## src/rtl/wb_master_if.sv

```systemverilog
// wb_master_if
// Wishbone initiator for the SPI-to-Wishbone bridge. It takes one command at
// a time from the SPI command decoder and runs a classic single read or
// write cycle. It then returns the read data, or a timeout error, on a
// valid/ready response channel.
//
// Parameters
//   TIMEOUT  maximum number of STB cycles to wait for ACK (>= 2)
//   AW, DW   address / data width
// Ports
//   WB_CLK_I, WB_RST_N_I           clock, async active-low reset
//   CMD_VALID/READY/WE/ADDR/DATA   command channel (READY decoded from state)
//   RSP_VALID/READY/DATA/ERR       response channel (registered)
//   WB_CYC_O/STB_O/WE_O/ADR_O/DAT_O, WB_DAT_I, WB_ACK_I  Wishbone initiator
module wb_master_if #(
  parameter int TIMEOUT = 16,
  parameter int AW      = 8,
  parameter int DW      = 32
) (
  input  logic          WB_CLK_I,
  input  logic          WB_RST_N_I,
  input  logic          CMD_VALID,
  output logic          CMD_READY,
  input  logic          CMD_WE,
  input  logic [AW-1:0] CMD_ADDR,
  input  logic [DW-1:0] CMD_DATA,
  output logic          RSP_VALID,
  input  logic          RSP_READY,
  output logic [DW-1:0] RSP_DATA,
  output logic          RSP_ERR,
  output logic          WB_CYC_O,
  output logic          WB_STB_O,
  output logic          WB_WE_O,
  output logic [AW-1:0] WB_ADR_O,
  output logic [DW-1:0] WB_DAT_O,
  input  logic [DW-1:0] WB_DAT_I,
  input  logic          WB_ACK_I
);

  localparam int CW = $clog2(TIMEOUT + 1);
  // Counter value during the TIMEOUT-th STB cycle (it counts from 0).
  localparam logic [CW-1:0] LAST = CW'(TIMEOUT - 1);

  typedef enum logic [1:0] {IDLE, REQ, RESP} state_t;

  state_t        state;
  logic [CW-1:0] cnt;

  assign CMD_READY = (state == IDLE);

  always_ff @(posedge WB_CLK_I or negedge WB_RST_N_I) begin
    if (!WB_RST_N_I) begin
      state     <= IDLE;
      cnt       <= '0;
      WB_CYC_O  <= 1'b0;
      WB_STB_O  <= 1'b0;
      WB_WE_O   <= 1'b0;
      WB_ADR_O  <= '0;
      WB_DAT_O  <= '0;
      RSP_VALID <= 1'b0;
      RSP_DATA  <= '0;
      RSP_ERR   <= 1'b0;
    end else begin
      unique case (state)
        IDLE: begin
          if (CMD_VALID) begin
            WB_WE_O  <= CMD_WE;
            WB_ADR_O <= CMD_ADDR;
            WB_DAT_O <= CMD_DATA;
            WB_CYC_O <= 1'b1;
            WB_STB_O <= 1'b1;
            cnt      <= '0;
            state    <= REQ;
          end
        end
        REQ: begin
          cnt <= cnt + 1'b1;
          // ACK is checked first so that an ACK in the last allowed cycle
          // still completes normally instead of aborting.
          if (WB_ACK_I) begin
            WB_CYC_O  <= 1'b0;
            WB_STB_O  <= 1'b0;
            WB_WE_O   <= 1'b0;
            RSP_DATA  <= WB_WE_O ? '0 : WB_DAT_I;
            RSP_ERR   <= 1'b0;
            RSP_VALID <= 1'b1;
            state     <= RESP;
          end else if (cnt == LAST) begin
            WB_CYC_O  <= 1'b0;
            WB_STB_O  <= 1'b0;
            WB_WE_O   <= 1'b0;
            RSP_DATA  <= '0;
            RSP_ERR   <= 1'b1;
            RSP_VALID <= 1'b1;
            state     <= RESP;
          end
        end
        RESP: begin
          // RSP_DATA is left as is; it means nothing once RSP_VALID is low.
          if (RSP_READY) begin
            RSP_VALID <= 1'b0;
            RSP_ERR   <= 1'b0;
            state     <= IDLE;
          end
        end
        default: state <= IDLE;
      endcase
    end
  end

endmodule

```

## config.mk

```make
export PLATFORM = sky130hd
export DESIGN_NAME = wb_master_if
export DESIGN_NICKNAME = d
export VERILOG_FILES = /design/src/rtl/wb_master_if.sv
export SDC_FILE = /design/constraint.sdc
export NUM_CORES = 1
export LEC_CHECK = 0
export CAP_MARGIN = 20
export CORE_MARGIN = 2
export CORE_UTILIZATION = 44
export DETAILED_ROUTE_END_ITERATION = 6
export PLACE_DENSITY = 0.83
export SLEW_MARGIN = 20
export SYNTH_ARGS = -nofsm -noshare
export SYNTH_HDL_FRONTEND = slang
export SYNTH_SLANG_ARGS = --single-unit
```

## constraint.sdc

```tcl
create_clock -name WB_CLK_I -period 3 [get_ports WB_CLK_I]
set_clock_uncertainty 0.1 [all_clocks]
set_input_delay 0.3 -clock WB_CLK_I [delete_from_list [all_inputs] [get_ports WB_CLK_I]]
set_output_delay 0.3 -clock WB_CLK_I [all_outputs]
set_load 0.02 [all_outputs]
```

==> results of run 1 <==
[sequential cells by signal, indices dropped and copies added, names as in the netlist]
register and cells:
RSP_DATA 32, WB_DAT_O 32, WB_ADR_O 8, cnt 5, state 2, RSP_ERR 1, RSP_VALID 1, WB_STB_O 1
WB_WE_O 1
[placed cells by master (no fill, tap or decap), types with 2 or more instances in the layout]
master,count
clkdlybuf4s50_1,154
dfrtp_1,83
o21ai_0,65
nand2_1,38
mux2_2,35
clkbuf_8,9
mux2_1,6
buf_4,5
nor2_1,3
o21ai_1,3
clkinv_2,3
inv_1,2
mux2i_1,2
a22o_1,2
a21oi_1,2
ha_1,2
[through the flow]
| stage | area (um2) | util (%) | hold WS, ps |
|---|---|---|---|
| 2_1_floorplan | 3350 | - | -95.6 |
| 3_3_place_gp | 4940 | 67.7 | 369 |
| 3_5_place_dp | 4940 | 67.7 | 371 |
| 4_1_cts | 5090 | 69.9 | 69.9 |
| 5_1_grt | 5110 | 70.1 | 399 |
| 6_report | 5110 | 70.1 | 389 |
[metal layers]
layer | global-route usage (%) | vias to the layer above
li1 | - | 1256
met1 | 28.2 | 1284
met2 | 34.0 | 113
met3 | 4.73 | 11
met4 | 6.69 | 0
met5 | 0 | -
[worst paths after layout]
path	to	cells past startpoint	startpoint
worst min-delay path	WB_ADR_O[5]	1	WB_ADR_O[5]
min in group asynchronous	WB_DAT_O[31]	2	WB_RST_N_I
worst min register to register	WB_ADR_O[5]	1	WB_ADR_O[5]
worst max register to register	WB_WE_O	7	cnt[0]
max in group asynchronous	RSP_DATA[26]	2	WB_RST_N_I
worst max-delay path	WB_WE_O	7	cnt[0]
[what timing repair did]
action,CTS,global route
hold buffers,0,1
setup endpoints to repair,0,0
hold endpoints to repair,0,69
[critical path, cell delays in order, from the launching register on]
cell and delay [ps]:
dfrtp_1 410, ha_1 220, and3_1 180, ha_1 230, nor2_2 230, buf_4 320
o21ai_0 130, o21ai_0 170
[cells by family (layout without fill, tap and decap cells)]
logic type	Yosys count	count (layout)	share of synthesized area, %
buf+inv	22	178	4.04
mux	43	43	14.4
flops	83	83	62.0
fa+ha+maj	2	2	0.747
simple gates	50	50	6.65
compound gates	77	77	12.1
[power by group]
group / switching (uW) / internal (uW) / total (uW)
clock: 378 / 294 / 672
combinational: 1140 / 1180 / 2310
sequential: 266 / 1580 / 1840
[area by class of cell]
class	count	area share, %
Multi-Input combinational cell	172	22.4
Sequential cell	83	40.6
Tap cell	99	2.42
Clock buffer	10	2.50
Timing Repair Buffer	161	31.3
Inverter	2	0.147
Clock inverter	5	0.612
==> results.py, run 1 <==
metrics = {
    "status": {
        "status": "complete, no violations",
    },
    "place": {
        "placedCellCount": 516,
        "io_buffers": 155,
        "hpwlAfterDp_mm": 6.04,
        "pre_cts_ws_ps": 834,
        "gp_congestion": 0.801,
    },
    "timing": {
        "layout_min_cycle_time_ps": 2070,
        "drv_slew": 0,
        "fin_setup_tns_ps": 0,
        "fmax_mhz": 484,
        "worst_pin_slew_ps": 721,
        "finalSetupViolations": 0,
        "rsz0062_at_grt": "false",
        "slew_headroom_pct": 51.9,
        "fin_crit_sh_pct": 68.9,
        "hold_viol_final": 0,
        "setup_slack_ps": 933,
    },
    "yosys": {
        "synth_ff_type": "dfrtp_1",
        "synthArstFlopShare_pct": 100,
        "ys_seq_area_share_pct": 62.0,
        "synth_cells": 277,
        "synth_most_common_cell": "dfrtp_1",
        "avgSynthCellArea_um2": 12.1,
        "synth_edf_count": 0,
        "ys_ff_latch": 83,
        "synth_area_leaders": "dfrtp_1 62%, mux2_2 12%, o21ai_0 9.7%",
        "synthesis.area_um2": 3350,
        "yosysTopAreaCell": "dfrtp_1",
        "synth_common_cells": "83 x dfrtp_1, 65 x o21ai_0, 38 x nand2_1",
        "synth_top_area_share_pct": 62.0,
        "yosysWarnings": 0,
        "synth_cell_types": 29,
        "synth_nets": 357,
    },
    "final_layout": {
        "fillers": 570,
        "diodes": 0,
        "register_area_um2": 2080,
        "drive_gt1_share_pct": 13.9,
        "multi_input_comb_area_um2": 1140,
        "nets": 509,
        "areaGrowthSynthToFinish_pct": 52.7,
        "stdcell_count": 532,
    },
    "floorplan": {
        "die_x_um": 91.2,
        "fp-row-count": 31,
        "io_pins": 156,
        "die_h_um": 91.2,
        "core_area_um2": 7290,
        "die_area_um2": 8320,
        "start_util_pct": 45.9,
    },
    "setup_path": {
        "cp_max_fo": 28,
        "required_ps": 3150,
        "end_kind": "register",
        "arrival_ps": 2210,
        "worstSetupStartpointType": "register",
        "r2r_setup_slack_ps": 930,
        "criticalPathCategory": "register to register",
    },
    "detailed_routing": {
        "drc": 0,
        "vias": 2664,
        "wl_met3_um": 533,
        "highest_layer": "met4",
        "wl_mm": 8.44,
        "wl_met2_mm": 4.13,
        "avgViaCountPerCell": 5.01,
        "met1_length_mm": 3.69,
        "dr.first_iter.drc_count": 135,
        "drtAntennaViolNets": 0,
        "first_pass_iters": 4,
        "wl_per_cell_um": 15.9,
    },
    "clock_network": {
        "postCtsResizedCells": 0,
        "cts_setup_buffers": 0,
        "cts_made_buffers": 9,
        "insertion_delay_ps": 340,
        "cts.path.max_buffers": 2,
        "cts_root_buf": "clkbuf_8",
        "cts_tree": "yes",
        "clock-sinks": 83,
        "clkSlewWorstSetupHoldPaths_ps": 80,
        "cts_max_level": 3,
    },
    "pwr": {
        "peakVddDrop_mv": 0.544,
        "total_power_uw": 4830,
        "power_density_nw_per_um2": 944,
        "leakagePower_uw": 0.00212,
    },
    "grt": {
        "antenna_found_initial": 0,
        "grt_pass1_vias": 2759,
        "grt_first_pass_wirelength_mm": 14.0,
        "overflow": 0,
        "grt_start_max_net_pins": 84,
        "track_usage_pct": 21.0,
    },
    "worst_hold_path": {
        "hold_class": "register to register",
    },
    "job": {
        "cap_viol_max_count": 0,
    },
}
No activity file was read; power rests on OpenSTA's default activity.
==> run 2, diff against run 1 <==
--- a/config.mk
+++ b/config.mk
@@ -7,9 +7,9 @@
 export LEC_CHECK = 0
 export CAP_MARGIN = 20
 export CORE_MARGIN = 2
-export CORE_UTILIZATION = 44
+export CORE_UTILIZATION = 37
 export DETAILED_ROUTE_END_ITERATION = 6
-export PLACE_DENSITY = 0.83
+export PLACE_DENSITY = 0.74
 export SLEW_MARGIN = 20
 export SYNTH_ARGS = -nofsm -noshare
 export SYNTH_HDL_FRONTEND = slang
==> constraint.sdc (replaced) <==
create_clock -name WB_CLK_I -period 1.75 [get_ports WB_CLK_I]
set_clock_uncertainty 0.1 [all_clocks]
set_input_delay 0.175 -clock WB_CLK_I [delete_from_list [all_inputs] [get_ports WB_CLK_I]]
set_output_delay 0.175 -clock WB_CLK_I [all_outputs]
set_load 0.02 [all_outputs]
==> run 2 against run 1 <==
  * Register-to-register slack worse by 900 ps
  * Sequential power is 70% higher
  * Via count is 2.1% higher
  * Highest routed layer unchanged
  * Sequential share of layout area is 2.5 points lower
  * Critical path depth stayed put
  * Clock-buffer cell count is 2 higher
  * Core utilization is 7.9 points lower
  * Routed wire length is 1.3% higher
  * Worst hold slack worse by 140 ps
  * Die area is 18% higher
  * Sequential cell count stayed put
  * Setup slack worse by 900 ps
==> results.py, run 2 (synthesis results as in run 1) <==
metrics = {
    "job": {
        "cap_viol_max_count": 0,
    },
    "floorplan": {
        "die_h_um": 99.1,
        "die_x_um": 99.1,
        "core_area_um2": 8760,
        "start_util_pct": 38.2,
        "fp-row-count": 34,
        "io_pins": 156,
        "die_area_um2": 9830,
    },
    "final_layout": {
        "diodes": 0,
        "nets": 522,
        "layout_commonest_cell": "clkdlybuf4s50_1",
        "drive_gt1_share_pct": 16.8,
        "final_area_um2": 5450,
        "fillers": 715,
        "areaGrowthSynthToFinish_pct": 62.9,
        "top_regs": "RSP_DATA (32), WB_DAT_O (32), WB_ADR_O (8)",
        "final_cell_mix": "153 x clkdlybuf4s50_1, 83 x dfrtp_1, 58 x o21ai_0",
    },
    "detailed_routing": {
        "avgViaCountPerCell": 4.90,
        "first_pass_iters": 4,
        "drtAntennaViolNets": 0,
        "vias": 2719,
        "drc": 0,
        "wl_mm": 8.55,
        "dr.first_iter.drc_count": 59,
        "wl_per_cell_um": 15.4,
    },
    "pwr": {
        "peakVddDrop_mv": 0.743,
        "leakagePower_uw": 0.00226,
        "power_density_nw_per_um2": 1650,
        "total_power_uw": 8970,
    },
    "clock_network": {
        "cts.path.max_buffers": 2,
        "cts_root_buf": "clkbuf_8",
        "cts_max_level": 3,
        "clock-sinks": 83,
        "cts_tree": "yes",
        "cts_made_buffers": 9,
        "insertion_delay_ps": 340,
        "clkSlewWorstSetupHoldPaths_ps": 80,
    },
    "setup_path": {
        "max_stage_delay_ps": 410,
        "rr_startpoint": "cnt[1]",
        "cp_slowest_cell": "dfrtp_1",
        "cpLargestDelayFamily": "flip-flops",
        "worstPathCellList": "ha_2 > and3_4 > ha_4 > o21ai_4 > buf_6 > clkbuf_16 > o21ai_0",
        "r2r_setup_slack_ps": 30,
        "cp_max_fo": 8,
        "required_ps": 1870,
        "criticalPathCategory": "register to register",
        "reg2reg_to": "RSP_DATA[20]",
        "arrival_ps": 1840,
        "crit_buf_inv": 2,
        "worstSetupStartpointType": "register",
        "end_kind": "register",
        "r2r_cells": 7,
    },
    "timing": {
        "fmax_mhz": 582,
        "finalSetupViolations": 0,
        "hold_viol_final": 0,
        "fin_crit_sh_pct": 98.2,
        "slew_headroom_pct": 65.8,
        "layout_min_cycle_time_ps": 1720,
        "drv_slew": 0,
        "rsz0062_at_grt": "true",
        "worst_pin_slew_ps": 513,
    },
    "grt": {
        "grt_first_pass_wirelength_mm": 13.5,
        "overflow": 0,
        "antenna_found_initial": 0,
        "track_usage_pct": 17.1,
        "grt_start_max_net_pins": 46,
        "grt_pass1_vias": 2805,
    },
    "place": {
        "placed_area_um2": 5060,
        "gp_congestion": 0.738,
        "io_buffers": 155,
        "hpwlAfterDp_mm": 5.77,
    },
    "status": {
        "status": "complete, no violations",
    },
    "worst_hold_path": {
        "hold_class": "primary input to async pin",
    },
}
==> run 2: cell types whose count changed in the layout (fill, tap and decap cells not counted), moves of 3 or more <==
cell,change
o21ai_1,+7
clkinv_2,-3
bufinv_16,+3
buf_12,+6
o21ai_0,-7
==> run 2: worst max-delay path by stage <==
stage / from / to / slack (ps) / depth (start not counted)
global route: cnt[1] / RSP_DATA[3] / -30 / 7
global placement: cnt[0] / RSP_DATA[19] / -9 / 6
finish: cnt[1] / RSP_DATA[20] / 30 / 7
detailed placement: cnt[0] / RSP_DATA[12] / -50 / 6
CTS: cnt[0] / RSP_DATA[30] / -8 / 6
floorplan: cnt[0] / RSP_DATA[29] / -50 / 7
==> run 2: what timing repair did <==
action                                  4_1_cts  5_1_grt
hold buffers                                  1        0
hold endpoints to repair                     38        0
setup buffers                                 1        2
resized for setup                             7       12
pin swaps                                     1        1
gates cloned                                  1        2
endpoints found under the setup margin       34       34
==> run 2: report_power, final <==
| group | internal [uW] | total [uW] | leakage (uW) | switching, uW |
|---|---|---|---|---|
| clock network | 989 | 1660 | 0.000117 | 668 |
| registers | 2700 | 3130 | 0.00103 | 427 |
| logic | 2180 | 4190 | 0.00111 | 2000 |
| total | 5880 | 8970 | 0.00226 | 3100 |
==> run 2: area by class of cell <==
cell class	count	area [um2]	share of cell area, %
Inverter	2	7.51	0.138
Clock buffer	12	145	2.66
Multi-Input combinational cell	172	1170	21.5
Timing Repair Buffer	174	1820	33.3
Sequential cell	83	2080	38.1
Tap cell	108	135	2.48
Clock inverter	4	97.6	1.79
==> run 2: routing by layer <==
| metal | wire [um] | vias up | global-route usage [%] |
|---|---|---|---|
| met4 | 212 | 0 | 8.11 |
| met2 | 3960 | 118 | 26.7 |
| li1 | - | 1287 | - |
| met5 | 0 | - | 0 |
| met3 | 747 | 19 | 5.06 |
| met1 | 3630 | 1295 | 22.1 |
==> run 2: stage by stage <==
| step | util, % | std cells | hold slack, ps | setup TNS (ps) | worst slack (ps) |
|---|---|---|---|---|---|
| 2_1_floorplan | - | 277 | -221 | -885 | -45.2 |
| 3_3_place_gp | 57.8 | 532 | 75.9 | -72.2 | -8.80 |
| 3_5_place_dp | 57.8 | 532 | 87.4 | -998 | -46.0 |
| 4_1_cts | 61.5 | 551 | 252 | -37.2 | -7.54 |
| 5_1_grt | 62.2 | 555 | 264 | -283 | -27.3 |
| 6_report | 62.2 | 555 | 251 | 0 | 32.0 |
